**config.mk**
```make
export PLATFORM = sky130hd
export DESIGN_NAME = emu_csr_sequencer
export DESIGN_NICKNAME = d
export VERILOG_FILES = /design/src/rtl/emu_csr_sequencer.sv
export SDC_FILE = /design/constraint.sdc
export NUM_CORES = 1
export LEC_CHECK = 0
export BUFFER_PORTS_ARGS = -buffer_cell sky130_fd_sc_hd__buf_4
export CORE_ASPECT_RATIO = 0.7
export CORE_MARGIN = 4
export CORE_UTILIZATION = 45
export CTS_BUF_LIST = sky130_fd_sc_hd__clkbuf_4 sky130_fd_sc_hd__clkbuf_8
export DETAILED_ROUTE_END_ITERATION = 8
export GPL_TIMING_DRIVEN = 0
export PLACE_DENSITY = 0.7
export SYNTH_ARGS = -nofsm -noshare
export SYNTH_HDL_FRONTEND = slang
export SYNTH_SLANG_ARGS = --single-unit
```
**constraint.sdc**
```tcl
create_clock -name clk -period 6.61 [get_ports clk]
set_input_delay 0.661 -clock clk [delete_from_list [all_inputs] [get_ports clk]]
set_output_delay 0.661 -clock clk [all_outputs]
set_load 0.005 [all_outputs]
```
**src/rtl/emu_csr_sequencer.sv**
```systemverilog
// rtl/emu_csr_sequencer.sv - host command to emulator CSR AXI4-Lite transaction sequencer
// Optional poll timeout: define EMU_SEQ_TIMEOUT_EN.
`ifndef EMU_STAT
`define EMU_STAT 12'h000
`endif
`ifndef EMU_STEP
`define EMU_STEP 12'h004
`endif
`ifndef EMU_CYCLE_LO
`define EMU_CYCLE_LO 12'h010
`endif
`ifndef EMU_CYCLE_HI
`define EMU_CYCLE_HI 12'h014
`endif
`ifndef EMU_DMA_LO
`define EMU_DMA_LO 12'h020
`endif
`ifndef EMU_DMA_HI
`define EMU_DMA_HI 12'h024
`endif
`ifndef EMU_DMA_CTRL
`define EMU_DMA_CTRL 12'h028
`endif
`ifndef EMU_DMA_STAT
`define EMU_DMA_STAT 12'h02C
`endif

module emu_csr_sequencer #(
    parameter logic [11:0] ADDR_STAT     = `EMU_STAT,
    parameter logic [11:0] ADDR_STEP     = `EMU_STEP,
    parameter logic [11:0] ADDR_CYCLE_LO = `EMU_CYCLE_LO,
    parameter logic [11:0] ADDR_CYCLE_HI = `EMU_CYCLE_HI,
    parameter logic [11:0] ADDR_DMA_LO   = `EMU_DMA_LO,
    parameter logic [11:0] ADDR_DMA_HI   = `EMU_DMA_HI,
    parameter logic [11:0] ADDR_DMA_CTRL = `EMU_DMA_CTRL,
    parameter logic [11:0] ADDR_DMA_STAT = `EMU_DMA_STAT,
    parameter int          POLL_GAP      = 16,
    parameter int          POLL_MAX      = 1024
) (
    input  logic        clk,
    input  logic        rst,
    input  logic        cmd_valid,
    output logic        cmd_ready,
    input  logic [2:0]  cmd_op,
    input  logic [31:0] cmd_arg,
    input  logic [63:0] cmd_addr,
    output logic        rsp_valid,
    input  logic        rsp_ready,
    output logic [63:0] rsp_data,
    output logic        rsp_err,
    output logic        busy,
    output logic        m_arvalid,
    input  logic        m_arready,
    output logic [11:0] m_araddr,
    input  logic        m_rvalid,
    output logic        m_rready,
    input  logic [31:0] m_rdata,
    input  logic [1:0]  m_rresp,
    output logic        m_awvalid,
    input  logic        m_awready,
    output logic [11:0] m_awaddr,
    output logic        m_wvalid,
    input  logic        m_wready,
    output logic [31:0] m_wdata,
    output logic [3:0]  m_wstrb,
    input  logic        m_bvalid,
    output logic        m_bready,
    input  logic [1:0]  m_bresp
);
    typedef enum logic [2:0] {S_IDLE, S_WRITE, S_WAIT_B, S_READ, S_WAIT_R, S_DELAY, S_RESP} state_t;
    typedef enum logic [2:0] {K_END, K_WR, K_RD_LO, K_RD_HI, K_POLL_SET, K_POLL_CLR} kind_t;
    typedef struct packed {
        kind_t       kind;
        logic [11:0] addr;
        logic [31:0] data;
    } uop_t;

    // Micro-op table: one entry per (command, step); K_END terminates the sequence.
    function automatic uop_t uop(input logic [2:0] op, input logic [3:0] idx,
                                 input logic [31:0] arg, input logic [63:0] base);
        uop_t u;
        u = '{K_END, 12'h000, 32'h0};
        case (op)
            3'd0: if (idx == 4'd0) u = '{K_WR, ADDR_STAT, 32'd0};
            3'd1: if (idx == 4'd0) u = '{K_WR, ADDR_STAT, 32'd1};
            3'd2: case (idx)
                4'd0: u = '{K_WR, ADDR_STEP, arg};
                4'd1: u = '{K_WR, ADDR_STAT, 32'd0};
                default: ;
            endcase
            3'd3: case (idx)
                4'd0: u = '{K_WR, ADDR_STAT, 32'd2};
                4'd1: u = '{K_POLL_SET, ADDR_STAT, 32'd0};
                4'd2: u = '{K_WR, ADDR_STAT, 32'd1};
                default: ;
            endcase
            3'd4: case (idx)
                4'd0: u = '{K_WR, ADDR_STAT, 32'd1};
                4'd1: u = '{K_WR, ADDR_DMA_LO, base[31:0]};
                4'd2: u = '{K_WR, ADDR_DMA_HI, base[63:32]};
                4'd3: u = '{K_WR, ADDR_DMA_CTRL, 32'd1};
                4'd4: u = '{K_POLL_CLR, ADDR_DMA_STAT, 32'd0};
                4'd5: u = '{K_RD_LO, ADDR_CYCLE_LO, 32'd0};
                4'd6: u = '{K_RD_HI, ADDR_CYCLE_HI, 32'd0};
                default: ;
            endcase
            3'd5: case (idx)
                4'd0: u = '{K_WR, ADDR_STAT, 32'd1};
                4'd1: u = '{K_WR, ADDR_CYCLE_LO, arg};
                4'd2: u = '{K_WR, ADDR_DMA_LO, base[31:0]};
                4'd3: u = '{K_WR, ADDR_DMA_HI, base[63:32]};
                4'd4: u = '{K_WR, ADDR_DMA_CTRL, 32'd3};
                4'd5: u = '{K_POLL_CLR, ADDR_DMA_STAT, 32'd0};
                default: ;
            endcase
            3'd6: case (idx)
                4'd0: u = '{K_RD_LO, ADDR_CYCLE_LO, 32'd0};
                4'd1: u = '{K_RD_HI, ADDR_CYCLE_HI, 32'd0};
                default: ;
            endcase
            default: ;
        endcase
        return u;
    endfunction

    function automatic state_t state_for(input kind_t k);
        case (k)
            K_END:   return S_RESP;
            K_WR:    return S_WRITE;
            default: return S_READ;
        endcase
    endfunction

    state_t      state, state_nxt;
    logic [2:0]  op_q;
    logic [31:0] arg_q;
    logic [63:0] addr_q;
    logic [3:0]  step;
    logic        aw_done, w_done;
    logic [15:0] gap_cnt;
    uop_t        cur;
    logic        aw_hs, w_hs;
    logic        accept, advance, abort;
    logic        poll_unmet, poll_limit;

    assign cur        = uop(op_q, step, arg_q, addr_q);
    assign aw_hs      = m_awvalid & m_awready;
    assign w_hs       = m_wvalid & m_wready;
    assign poll_unmet = (cur.kind == K_POLL_SET && !m_rdata[0]) ||
                        (cur.kind == K_POLL_CLR &&  m_rdata[0]);

`ifdef EMU_SEQ_TIMEOUT_EN
    logic [15:0] poll_cnt;
    assign poll_limit = (32'(poll_cnt) + 32'd1) >= 32'(POLL_MAX);
`else
    wire unused_poll_max = (POLL_MAX == 0);
    assign poll_limit = 1'b0;
`endif

    always_comb begin
        state_nxt = state;
        accept    = 1'b0;
        advance   = 1'b0;
        abort     = 1'b0;
        case (state)
            S_IDLE: if (cmd_valid) begin
                accept    = 1'b1;
                state_nxt = (cmd_op == 3'd7) ? S_RESP
                          : state_for(uop(cmd_op, 4'd0, cmd_arg, cmd_addr).kind);
            end
            S_WRITE: if ((aw_done | aw_hs) && (w_done | w_hs)) state_nxt = S_WAIT_B;
            S_WAIT_B: if (m_bvalid) begin
                if (m_bresp != 2'b00) begin
                    abort     = 1'b1;
                    state_nxt = S_RESP;
                end else begin
                    advance   = 1'b1;
                    state_nxt = state_for(uop(op_q, step + 4'd1, arg_q, addr_q).kind);
                end
            end
            S_READ: if (m_arready) state_nxt = S_WAIT_R;
            S_WAIT_R: if (m_rvalid) begin
                if (m_rresp != 2'b00 || (poll_unmet && poll_limit)) begin
                    abort     = 1'b1;
                    state_nxt = S_RESP;
                end else if (poll_unmet) begin
                    state_nxt = (POLL_GAP == 0) ? S_READ : S_DELAY;
                end else begin
                    advance   = 1'b1;
                    state_nxt = state_for(uop(op_q, step + 4'd1, arg_q, addr_q).kind);
                end
            end
            S_DELAY: if (gap_cnt == 16'(POLL_GAP - 1)) state_nxt = S_READ;
            S_RESP: if (rsp_ready) state_nxt = S_IDLE;
            default: state_nxt = S_IDLE;
        endcase
    end

    always_ff @(posedge clk or posedge rst) begin
        if (rst) state <= S_IDLE;
        else     state <= state_nxt;
    end

    always_ff @(posedge clk or posedge rst) begin
        if (rst) begin
            op_q     <= 3'd0;
            arg_q    <= 32'd0;
            addr_q   <= 64'd0;
            step     <= 4'd0;
            aw_done  <= 1'b0;
            w_done   <= 1'b0;
            gap_cnt  <= 16'd0;
            rsp_data <= 64'd0;
            rsp_err  <= 1'b0;
        end else begin
            if (accept) begin
                op_q     <= cmd_op;
                arg_q    <= cmd_arg;
                addr_q   <= cmd_addr;
                step     <= 4'd0;
                rsp_data <= 64'd0;
                rsp_err  <= (cmd_op == 3'd7);
            end
            if (advance) step <= step + 4'd1;
            // AW and W complete independently; both flags clear once the write leaves WRITE.
            if (state != S_WRITE) begin
                aw_done <= 1'b0;
                w_done  <= 1'b0;
            end else begin
                if (aw_hs) aw_done <= 1'b1;
                if (w_hs)  w_done  <= 1'b1;
            end
            if (state == S_DELAY) gap_cnt <= gap_cnt + 16'd1;
            else                  gap_cnt <= 16'd0;
            if (state == S_WAIT_R && m_rvalid && m_rresp == 2'b00) begin
                if (cur.kind == K_RD_LO) rsp_data[31:0]  <= m_rdata;
                if (cur.kind == K_RD_HI) rsp_data[63:32] <= m_rdata;
            end
            if (abort) begin
                rsp_err  <= 1'b1;
                rsp_data <= 64'd0;
            end
        end
    end

`ifdef EMU_SEQ_TIMEOUT_EN
    always_ff @(posedge clk or posedge rst) begin
        if (rst)                     poll_cnt <= 16'd0;
        else if (accept || advance)  poll_cnt <= 16'd0;
        else if (state == S_WAIT_R && m_rvalid && m_rresp == 2'b00 && poll_unmet)
            poll_cnt <= poll_cnt + 16'd1;
    end
`endif

    assign cmd_ready = (state == S_IDLE);
    assign busy      = (state != S_IDLE);
    assign rsp_valid = (state == S_RESP);
    assign m_awvalid = (state == S_WRITE) && !aw_done;
    assign m_wvalid  = (state == S_WRITE) && !w_done;
    assign m_awaddr  = cur.addr;
    assign m_wdata   = cur.data;
    assign m_wstrb   = 4'hF;
    assign m_bready  = 1'b1;
    assign m_arvalid = (state == S_READ);
    assign m_araddr  = cur.addr;
    assign m_rready  = 1'b1;
endmodule
```
==> results_dict.tcl <==
set metrics [dict create \
    status "completed" \
    critPathMaxFanout 10 \
    setup-violations-final 0 \
    fmax_mhz 215 \
    track_usage_pct 26.2 \
    vias 9698 \
    die_h_um 132 \
    period_share_pct 70.3 \
    max_cap_violations 0 \
    hold_class "in2async" \
    slew_viol_final 0 \
    endpoint_kind "primary output" \
    wl_met2_um 14000 \
    met1_length_um 15000 \
    drtAntennaViolNets 0 \
    synth_edf_count 0 \
    grt_max_degree 121 \
    hold_buffers 0 \
    powerDensity_mw_per_mm2 320 \
    synth_top_flop_cell "dfrtp_1" \
    dp_slack_ps 2650 \
    die_width_um 185 \
    irDropWorstVdd_v 0.000167 \
    leakage_nw 6.07 \
    first_pass_iters 5 \
    clk_latency_ps 490 \
    drt_wl_total_um 32700 \
    max_slew_margin_pct 20.2 \
    row_count 45 \
    antenna_cells 0 \
    tightestPinTransition_ps 1190 \
    routabilityCongestion 0.873 \
    synthArstFlopShare_pct 100 \
    fin_crit_ps 4650 \
    syn_to_final_growth_pct 28.3 \
    io_buffers 254 \
    initial_core_util_pct 45.8 \
    die-area_mm2 0.0245 \
    final_hold_viol_count 0 \
    tritoncts "built" \
    vias_per_cell 5.51 \
    top_layer "met4" \
    cts_setup_buffers 0 \
    cts-htree-levels 4 \
    layout_commonest_cell "nand2_1" \
    clk_path_buf_depth 2 \
    path_clk_slew_ps 100 \
    cp.arrival_ps 3990 \
    cts-resized-gates 0 \
    root_buffer "clkbuf_8" \
    syn-cell-area_mm2 0.00992 \
    drt_iter0_drc 804 \
    yosysWarnings 0 \
    p_total_mw 4.08 \
    final_cell_mix "nand2_1 (411), buf_4 (280), dfrtp_1 (189)" \
    synth_seq_cells 189 \
    skew_ps 12.9 \
    synth.distinct_cells 65 \
    hold_ws_ps 208 \
    antenna_found_initial 0 \
    rsz0062_at_grt "no" \
    overflow 0 \
    synth.avg_cell_area_um2 8.47 \
    crit_type "reg2out" \
    final_util_pct 58.7 \
    io_pins 277 \
    grt_pass1_wl_um 50700 \
    fin_ws_ps 1960 \
    cts_buffers 17 \
    final.fill_count 2028 \
    final_nets 1615 \
    ys_seq_area_share_pct 47.7 \
    drc 0 \
    drive_above_1_share_pct 22.8 \
    place_hpwl_um 24100 \
    required_ps 5950 \
    first_global_vias 9249 \
    wl_met3_um 3120 \
    start_kind "register" \
    clkSinkCount 189 \
    core_mm2 0.0217 \
    netlist_instances 1171 \
    post_drt_wl_per_cell_um 18.6 \
]
## routing by layer
layer	track usage, %	vias to the layer above
li1	-	4551
met1	40.2	4659
met2	36.4	443
met3	7.28	45
met4	6.89	0
met5	0	-
## flip-flops by register name (all words and copies together) (netlist names)
signal	flops
op_q	3
step	4
aw_done	1
rsp_err	1
w_done	1
state	3
gap_cnt	16
addr_q	64
rsp_data	64
arg_q	32
## synth_stat cells (all sizes together), types with 2 or more instances
cell type	number	area, µm²
nor2	37	139
clkbuf	71	267
nor4	6	67.6
or3	4	25.0
nand2b	6	37.5
xnor2	5	43.8
conb	2	7.51
nand3b	66	495
and3	7	43.8
a21oi	78	390
o21bai	4	30.0
nand4	7	43.8
nor2b	4	25.0
inv	12	45.0
ha	6	75.1
xor2	9	78.8
dfrtp	189	4730
buf	43	305
a31oi	4	25.0
o221ai	31	272
a211o	3	26.3
mux2i	4	40.0
nand3	14	70.1
nand2	411	1540
a311oi	2	23.8
mux2	3	33.8
a41oi	3	26.3
a221oi	3	26.3
o2111ai	2	17.5
a22oi	61	458
o22a	2	17.5
o32ai	2	17.5
a21o	3	22.5
o31ai	2	15.0
nor3	14	75.1
nor4b	2	17.5
and2	3	18.8
nor3b	8	65.1
o21ai	19	95.1
## cells by family after synthesis
| kind of cell | synth area share, % |
|---|---|
| AO/OA/AOI/OAI | 15.8 |
| XOR/XNOR | 1.24 |
| adder cells (fa/ha/maj) | 0.757 |
| buffers and inverters | 6.25 |
| flip-flops | 47.7 |
| multiplexers | 0.744 |
| other | 0.0757 |
| AND/OR/NAND/NOR | 27.4 |
## final timing paths
path                              startpoint  slack (ps)  cells after the start          end
worst min register to register    gap_cnt[0]         460                      1   gap_cnt[0]
worst max register to register       step[0]        3310                     10  rsp_data[6]
max in group asynchronous                rst        5440                      3    arg_q[24]
worst min-delay path                     rst         210                      2   gap_cnt[8]
min in group clk                cmd_addr[48]         350                      3   addr_q[48]
worst max-delay path                 step[0]        1960                      9  m_wdata[30]
## through the flow
step	area, µm²	setup TNS [ps]	instances
floorplan	10000	0	1191
global placement	12300	-296120	1727
detailed placement	12300	0	1728
CTS	12700	0	1759
global route	12700	0	1759
finish	12700	0	1759
## worst max-delay path: stages, from the launching register on
cell and delay, ps:
dfrtp_1 490, inv_1 130, ha_1 150, clkbuf_1 400, inv_1 120, nor3_1 920
clkbuf_1 600, a22oi_1 190, o221ai_1 310, buf_4 180
## report_power, final
group / internal, mW / total (mW) / switching, mW
sequential: 1.46 / 1.72 / 0.256
clock: 0.419 / 0.856 / 0.436
combinational: 0.554 / 1.51 / 0.951
total: 2.43 / 4.08 / 1.64
## cell type report
cell class	count	area, µm²	share of cell area, %
sequential	189	4730	37.1
multi-input combinational	875	4650	36.5
timing repair buffer	255	1930	15.2
buffer	114	572	4.49
tap	282	353	2.77
clock buffer	21	289	2.27
clock inverter	10	153	1.20
inverter	13	56.3	0.442
No activity file was read; power rests on OpenSTA's default activity.
